File: src/rtl/climate_pkg.sv
// Shared types and the code-folding helper for the climate trend monitor.
// Classifier codes outside SNOW..ERROR are treated as ERROR downstream.
package climate_pkg;

  typedef enum logic [31:0] {
    UNDEFINED = 32'd0,
    SNOW      = 32'd1,
    SUNNY     = 32'd2,
    STORM     = 32'd3,
    ERROR     = 32'd4
  } climate_t;

  typedef enum logic [1:0] {
    NORMAL  = 2'd0,
    WATCH   = 2'd1,
    ALERT   = 2'd2,
    RECOVER = 2'd3
  } alert_state_t;

  // UNDEFINED and any out-of-range code fold to ERROR.
  function automatic climate_t map_condition(input logic [31:0] code);
    climate_t res;
    if ((code >= 32'd1) && (code <= 32'd4)) begin
      res = climate_t'(code);
    end else begin
      res = ERROR;
    end
    return res;
  endfunction

endpackage

File: src/rtl/climate_trend_monitor_if.sv
// Result stream from the climate classifier: one-cycle done strobe plus class code.
interface climate_trend_monitor_if;
  logic        done;
  logic [31:0] climate_condition;

  modport master (output done, output climate_condition);
  modport slave  (input  done, input  climate_condition);
endinterface

File: src/rtl/sat_counter.sv
// Registered saturating counter; a clear takes effect before a same-cycle increment.
module sat_counter #(
  parameter int W = 16
) (
  input  logic         clk,
  input  logic         rst_n,
  input  logic         clr,
  input  logic         inc,
  output logic [W-1:0] cnt
);

  logic [W-1:0] cnt_q;
  logic [W-1:0] cnt_d;

  // Next count: clear-then-increment, holding at all-ones.
  always_comb begin
    cnt_d = cnt_q;
    if (clr) begin
      cnt_d = inc ? W'(1'b1) : '0;
    end else if (inc && (cnt_q != '1)) begin
      cnt_d = cnt_q + W'(1'b1);
    end else begin
      cnt_d = cnt_q;
    end
  end

  // Counter register.
  always_ff @(posedge clk or negedge rst_n) begin
    if (!rst_n) begin
      cnt_q <= '0;
    end else begin
      cnt_q <= cnt_d;
    end
  end

  assign cnt = cnt_q;

endmodule

File: src/rtl/climate_trend_monitor.sv
// Per-class statistics, run length, storm-alert hysteresis FSM and sticky
// sensor-fault flag over the classifier's done/climate_condition stream.
module climate_trend_monitor
  import climate_pkg::*;
#(
  parameter int CNT_W           = 16,
  parameter int STORM_ALERT_LEN = 3,
  parameter int CLEAR_LEN       = 2,
  parameter int FAULT_LEN       = 4
) (
  input  logic                 clk,
  input  logic                 rst_n,
  climate_trend_monitor_if.slave sample_if,
  input  logic                 clear_stats,
  output logic [31:0]          last_condition,
  output logic                 condition_changed,
  output logic [CNT_W-1:0]     run_length,
  output logic [CNT_W-1:0]     sample_count,
  output logic [CNT_W-1:0]     snow_count,
  output logic [CNT_W-1:0]     sunny_count,
  output logic [CNT_W-1:0]     storm_count,
  output logic [CNT_W-1:0]     error_count,
  output logic [1:0]           alert_state,
  output logic                 storm_alert,
  output logic                 alert_pulse,
  output logic                 sensor_fault
);

  localparam logic [31:0] ALERT_LEN_C = 32'(STORM_ALERT_LEN);
  localparam logic [31:0] CLEAR_LEN_C = 32'(CLEAR_LEN);
  localparam logic [31:0] FAULT_LEN_C = 32'(FAULT_LEN);

  logic         done_s;
  climate_t     mapped_s;
  logic         is_storm_s;
  logic         is_err_s;
  logic         changed_s;
  logic [CNT_W-1:0] err_run_next_s;

  climate_t     last_q;
  logic         changed_q;
  logic         fault_q;
  logic         fault_d;

  alert_state_t state_q;
  logic [31:0]  storm_run_q;
  logic [31:0]  calm_run_q;
  logic         storm_alert_q;
  logic         alert_pulse_q;

  assign done_s     = sample_if.done;
  assign mapped_s   = map_condition(sample_if.climate_condition);
  assign is_storm_s = (mapped_s == STORM);
  assign is_err_s   = (mapped_s == ERROR);
  // A same-cycle clear resets last_condition to UNDEFINED, which no mapped class equals.
  assign changed_s  = clear_stats | (mapped_s != last_q);

  sat_counter #(.W(CNT_W)) u_sample_cnt (
    .clk(clk), .rst_n(rst_n), .clr(clear_stats),
    .inc(done_s), .cnt(sample_count)
  );
  sat_counter #(.W(CNT_W)) u_snow_cnt (
    .clk(clk), .rst_n(rst_n), .clr(clear_stats),
    .inc(done_s && (mapped_s == SNOW)), .cnt(snow_count)
  );
  sat_counter #(.W(CNT_W)) u_sunny_cnt (
    .clk(clk), .rst_n(rst_n), .clr(clear_stats),
    .inc(done_s && (mapped_s == SUNNY)), .cnt(sunny_count)
  );
  sat_counter #(.W(CNT_W)) u_storm_cnt (
    .clk(clk), .rst_n(rst_n), .clr(clear_stats),
    .inc(done_s && is_storm_s), .cnt(storm_count)
  );
  sat_counter #(.W(CNT_W)) u_error_cnt (
    .clk(clk), .rst_n(rst_n), .clr(clear_stats),
    .inc(done_s && is_err_s), .cnt(error_count)
  );
  sat_counter #(.W(CNT_W)) u_run_len (
    .clk(clk), .rst_n(rst_n), .clr(clear_stats | (done_s & changed_s)),
    .inc(done_s), .cnt(run_length)
  );

  // Run length the accepted sample will produce, used for the fault threshold.
  always_comb begin
    err_run_next_s = run_length;
    if (changed_s) begin
      err_run_next_s = CNT_W'(1'b1);
    end else if (run_length == '1) begin
      err_run_next_s = run_length;
    end else begin
      err_run_next_s = run_length + CNT_W'(1'b1);
    end
  end

  // Sticky fault; a clear beats a threshold-reaching sample unless one ERROR suffices.
  always_comb begin
    fault_d = fault_q;
    if (clear_stats) begin
      fault_d = done_s && is_err_s && (FAULT_LEN_C == 32'd1);
    end else if (done_s && is_err_s && (32'(err_run_next_s) >= FAULT_LEN_C)) begin
      fault_d = 1'b1;
    end else begin
      fault_d = fault_q;
    end
  end

  // Last accepted class, change pulse and fault register.
  always_ff @(posedge clk or negedge rst_n) begin
    if (!rst_n) begin
      last_q    <= UNDEFINED;
      changed_q <= 1'b0;
      fault_q   <= 1'b0;
    end else begin
      changed_q <= done_s & changed_s;
      fault_q   <= fault_d;
      if (done_s) begin
        last_q <= mapped_s;
      end else if (clear_stats) begin
        last_q <= UNDEFINED;
      end
    end
  end

  // Storm-alert FSM with hysteresis; clear_stats deliberately has no effect here.
  always_ff @(posedge clk or negedge rst_n) begin
    if (!rst_n) begin
      state_q       <= NORMAL;
      storm_run_q   <= 32'd0;
      calm_run_q    <= 32'd0;
      storm_alert_q <= 1'b0;
      alert_pulse_q <= 1'b0;
    end else begin
      alert_pulse_q <= 1'b0;
      if (done_s) begin
        case (state_q)
          NORMAL: begin
            if (is_storm_s) begin
              state_q     <= WATCH;
              storm_run_q <= 32'd1;
            end
          end
          WATCH: begin
            if (!is_storm_s) begin
              state_q <= NORMAL;
            end else if ((storm_run_q + 32'd1) == ALERT_LEN_C) begin
              state_q       <= ALERT;
              storm_alert_q <= 1'b1;
              alert_pulse_q <= 1'b1;
            end else begin
              storm_run_q <= storm_run_q + 32'd1;
            end
          end
          ALERT: begin
            if (!is_storm_s) begin
              state_q    <= RECOVER;
              calm_run_q <= 32'd1;
            end
          end
          RECOVER: begin
            if (is_storm_s) begin
              state_q <= ALERT;
            end else if ((calm_run_q + 32'd1) == CLEAR_LEN_C) begin
              state_q       <= NORMAL;
              storm_alert_q <= 1'b0;
            end else begin
              calm_run_q <= calm_run_q + 32'd1;
            end
          end
          default: begin
            state_q       <= NORMAL;
            storm_alert_q <= 1'b0;
          end
        endcase
      end
    end
  end

  assign last_condition    = last_q;
  assign condition_changed = changed_q;
  assign alert_state       = state_q;
  assign storm_alert       = storm_alert_q;
  assign alert_pulse       = alert_pulse_q;
  assign sensor_fault      = fault_q;

endmodule
File: src/flat_wrapper.sv
// flat-port wrapper written by rule: the top's interface ports become plain ports
module climate_trend_monitor_flat import climate_pkg::*;
#(
  parameter int CNT_W           = 16,
  parameter int STORM_ALERT_LEN = 3,
  parameter int CLEAR_LEN       = 2,
  parameter int FAULT_LEN       = 4
)
  (clk, rst_n, clear_stats, last_condition, condition_changed, run_length, sample_count, snow_count, sunny_count, storm_count, error_count, alert_state, storm_alert, alert_pulse, sensor_fault, sample_if_done, sample_if_climate_condition);
  climate_trend_monitor_if sample_if_i ();
  input  logic clk;
  input  logic rst_n;
  input  logic clear_stats;
  output logic [31:0] last_condition;
  output logic condition_changed;
  output logic [CNT_W-1:0] run_length;
  output logic [CNT_W-1:0] sample_count;
  output logic [CNT_W-1:0] snow_count;
  output logic [CNT_W-1:0] sunny_count;
  output logic [CNT_W-1:0] storm_count;
  output logic [CNT_W-1:0] error_count;
  output logic [1:0] alert_state;
  output logic storm_alert;
  output logic alert_pulse;
  output logic sensor_fault;
  input wire logic [$bits(sample_if_i.done)-1:0] sample_if_done;
  input wire logic [$bits(sample_if_i.climate_condition)-1:0] sample_if_climate_condition;
  assign sample_if_i.done = sample_if_done;
  assign sample_if_i.climate_condition = sample_if_climate_condition;
  climate_trend_monitor #(.CNT_W(CNT_W), .STORM_ALERT_LEN(STORM_ALERT_LEN), .CLEAR_LEN(CLEAR_LEN), .FAULT_LEN(FAULT_LEN)) u_core (.clk(clk), .rst_n(rst_n), .sample_if(sample_if_i), .clear_stats(clear_stats), .last_condition(last_condition), .condition_changed(condition_changed), .run_length(run_length), .sample_count(sample_count), .snow_count(snow_count), .sunny_count(sunny_count), .storm_count(storm_count), .error_count(error_count), .alert_state(alert_state), .storm_alert(storm_alert), .alert_pulse(alert_pulse), .sensor_fault(sensor_fault));
endmodule
File: config.mk
export PLATFORM = sky130hd
export DESIGN_NAME = climate_trend_monitor_flat
export DESIGN_NICKNAME = d
export VERILOG_FILES = /design/src/rtl/climate_pkg.sv /design/src/rtl/climate_trend_monitor_if.sv /design/src/rtl/sat_counter.sv /design/src/rtl/climate_trend_monitor.sv /design/src/flat_wrapper.sv
export SDC_FILE = /design/constraint.sdc
export NUM_CORES = 1
export LEC_CHECK = 0
export CAP_MARGIN = 20
export CORE_AREA = 2 2 148 150
export DETAILED_ROUTE_END_ITERATION = 8
export DIE_AREA = 0 0 150 152
export PLACE_DENSITY = 0.91
export SYNTH_ARGS = -nofsm -noshare
export SYNTH_HDL_FRONTEND = slang
export SYNTH_SLANG_ARGS = --single-unit
export TNS_END_PERCENT = 50
File: constraint.sdc
create_clock -name clk -period 4.03 [get_ports clk]
set_input_delay 0.806 -clock clk [delete_from_list [all_inputs] [get_ports clk]]
set_output_delay 0.806 -clock clk [all_outputs]
set_load 0.005 [all_outputs]
==> results.toml, run 1 <==
[logic_synthesis]
synth-main-ff-cell = "dfrtp_1"
synth.top_cell.area_share = 0.4285
synthArstFlopShare = 1.000
ys_warn_count = 0
synth-adder-area-share = 0.01082
syn_inst = 1335
synth_compound_area_frac = 0.1285
synth_edf_count = 0
ys_ff_latch = 198
syn_nets = 1381
synth.avg_cell_area_um2 = 8.662
ys_seq_area_frac = 0.4285
ys_top_cells_by_area = "dfrtp_1 43%, nor2_1 5.0%, nand2_1 4.4%"
yosysTopAreaCell = "dfrtp_1"
synth_simple_gate_area_share = 0.3134
ys_types = 73
synth_top_family_by_area = "simple AND/OR/NAND/NOR gates"
muxShareOfSynthArea = 0.01699
syn_area_um2 = 11560
synthXorXnorAreaFrac = 0.06135

[place]
gp_congestion = 0.9296
hpwl_um = 22610
place_worst_setup_slack_ns = 0.3057
portBuffers = 169
post-place-cells = 1734

[floorplanning]
io_pins = 170
die_x_um = 150
coreArea_um2 = 21350
rows = 54
fp.dieArea_um2 = 22800
initial_core_util = 0.5416
fp.dieH_um = 152

[sta]
slew_headroom = 0.3450
hold_viol = 0
setup_slack_ns = 0.4371
worst_pin_slew_ns = 0.9815
tns_ns = 0
min_period_over_period = 0.8915
max_freq_mhz = 278.3
rsz0062_at_grt = "no"
finalMaxSlewViolations = 0
finalClockSkew_ns = 0.009339
timing.final.crit_period_ns = 3.593
finalSetupViolations = 0

[cts]
h-tree-depth = 4
postCtsSetupRepairBufs = 0
ctsHoldBuffers = 0
clk_latency_ns = 0.45
path_clk_slew_ns = 0.08
cts_buffers = 17
cts_buffer_depth = 2
cts-resized-gates = 0
cts_tree = "built"
clock-sinks = 198
cts_root_buf = "clkbuf_16"

[detailed_routing]
ant_nets = 0
vias = 11150
drtIter0Drc = 1188
first_pass_iters = 7
drc = 0
wire_per_inst_um = 18.59
wl_um = 32830
via_per_inst = 6.315

[power_and_ir_drop]
p_leak_uw = 0.005629
ir_drop_mv = 0.2702
power_density_nw_per_um2 = 281.6

[setup_path]
slowest_stage = "or4_1"
arrival_ns = 3.92
critPathMaxStageDelay_ns = 0.70
cp_max_fo = 11
crit_top_cell = "or4_1"
crit_chain = "nand4_2 > or4_1 > o21a_1 > nor4_1 > nand4_1 > or4_1 > o21ai_4 > nand2_1 > o31ai_1"
worstSetupPathType = "reg -> reg"
critical_path_required_ns = 4.36
cp_top_family = "simple AND/OR/NAND/NOR gates"
cp-end-kind = "flop"
worstSetupStartpointType = "flop"
cp_num_buf_inv = 0

[worst_hold_path]
min_path_type = "in -> async"

[finish]
diodes = 0
utilization = 0.6623
nets = 1519
final_common_cell = "dfrtp_1"
instances_no_fill = 1766
areaGrowthSynthToFinish_pct = 22.29
layout_common_cells = "198 x dfrtp_1, 167 x clkdlybuf4s50_1, 155 x nor2_1, 136 x nand2_1, 90 x nand3_1"
layout-drive-gt1-share = 0.06191

[global_routing]
grt_pass1_vias = 10590
grt_usage = 0.2917
grt_max_degree = 93
antenna_found_initial = 1
overflow = 0
grt_pass1_wl_um = 54370

[run_status]
outcome = "finished, final reports clean"

[run]
cap_violations = 0
## worst reg2reg max path, cell delays in order (launching register included)
cell	delay, ns
dfrtp_1	0.55
nand4_2	0.21
or4_1	0.70
o21a_1	0.26
nor4_1	0.24
nand4_1	0.16
or4_1	0.70
o21ai_4	0.42
nand2_1	0.13
o31ai_1	0.11
## metal layers
layer	GRT usage	routed length [um]	vias up
li1	-	-	5129
met4	0.09883	844	0
met2	0.4786	16040	518
met1	0.3818	13320	5419
met5	0	0	-
met3	0.06547	2618	87
## cell type report
cell class              count  area [um2]
multi-input cells        1025        6141
clock buffers              17       425.4
flip-flops and latches    198        4955
repair buffers            203        1958
clock inverters            15       206.4
well taps                 280       350.3
fillers                  1687        7209
inverters                  28       105.1
## power by group
part / switching [uW] / internal [uW]
Sequential: 13.9 / 1990
Clock: 893 / 905
Combinational: 105 / 70.7
Total: 1010 / 2970
## synthesized netlist by cell type (4+ instances only)
cell and count:
nand4_1 58, nor4_1 42, or2_2 8, nand2b_1 10
mux2_2 5, xor2_1 51, or3_1 21, o31ai_1 22
a211oi_1 7, mux2i_1 14, inv_1 27, nor2_1 155
o211ai_1 31, o22ai_1 4, nor3_1 37, and2_1 38
and4_1 19, a31oi_1 6, nand4b_1 10, nand3_1 90
a21o_1 5, ha_1 10, buf_2 12, and3_1 31
buf_4 4, o2111ai_1 4, dfrtp_1 198, clkbuf_1 62
a21boi_0 4, xnor2_1 30, or4_1 17, nand2_1 136
a211o_1 4, a21oi_1 56, o211a_1 4, o41ai_1 4
o21ai_0 39
## sequential cells by signal, summed over array words and instances, names as in the netlist, named ones only
register / cells
u_core.u_snow_cnt.cnt: 16
u_core.u_sample_cnt.cnt: 16
u_core.sensor_fault: 1
u_core.u_error_cnt.cnt: 16
u_core.u_storm_cnt.cnt: 16
u_core.u_sunny_cnt.cnt: 16
u_core.alert_state: 1
u_core.storm_alert: 1
u_core.storm_run_q: 32
u_core.u_run_len.cnt: 16
u_core.last_condition: 32
u_core.calm_run_q: 32
u_core.alert_pulse: 1
u_core.condition_changed: 1
## kinds of logic after synthesis
kind of cell	count (synthesis)
multiplexers	19
AO/OA/AOI/OAI	223
flip-flops	198
buffers and inverters	112
adder cells (fa/ha/maj)	10
XOR/XNOR	81
AND/OR/NAND/NOR	692
## worst paths after layout
kind / depth (start not counted) / to / from / slack (ns)
hold reg to reg: 1 / u_core.last_condition[24] / u_core.last_condition[24] / 0.52
setup reg to reg: 9 / u_core.calm_run_q[1] / u_core.calm_run_q[3] / 0.44
min in group clk: 1 / u_core.last_condition[24] / u_core.last_condition[24] / 0.52
hold / removal: 1 / u_core.calm_run_q[22] / rst_n / 0.41
max in group asynchronous: 2 / u_core.u_sunny_cnt.cnt[13] / rst_n / 2.62
setup / recovery: 9 / u_core.calm_run_q[1] / u_core.calm_run_q[3] / 0.44
## metrics by stage
step                      hold slack [ns]  power, uW  instance area, um2
after detailed placement           0.5060       2222               13510
after global placement             0.4971       2217               13510
after floorplan                    0.4699       2099               11560
final                              0.4088       3982               14140
after CTS                          0.4626       3989               14140
after global routing               0.4779       4095               14140
Note: power is estimated with default switching activity, not from simulation.
==> inputs of run 2 (changes only) <==
--- a/config.mk
+++ b/config.mk
@@ -10,6 +10,7 @@
 export DETAILED_ROUTE_END_ITERATION = 8
 export DIE_AREA = 0 0 150 152
 export PLACE_DENSITY = 0.91
+export SLEW_MARGIN = 30
 export SYNTH_ARGS = -nofsm -noshare
 export SYNTH_HDL_FRONTEND = slang
 export SYNTH_SLANG_ARGS = --single-unit
==> results of run 2 <==
Final layout, timing and power as in run 1 (identical DEF).
==> inputs of run 3 (changes only) <==
--- a/config.mk
+++ b/config.mk
@@ -7,6 +7,8 @@
 export LEC_CHECK = 0
 export CAP_MARGIN = 20
 export CORE_AREA = 2 2 148 150
+export CTS_CLUSTER_DIAMETER = 50
+export CTS_CLUSTER_SIZE = 30
 export DETAILED_ROUTE_END_ITERATION = 8
 export DIE_AREA = 0 0 150 152
 export PLACE_DENSITY = 0.91
==> results of run 3 <==
Final layout, timing and power as in run 1 (identical DEF).
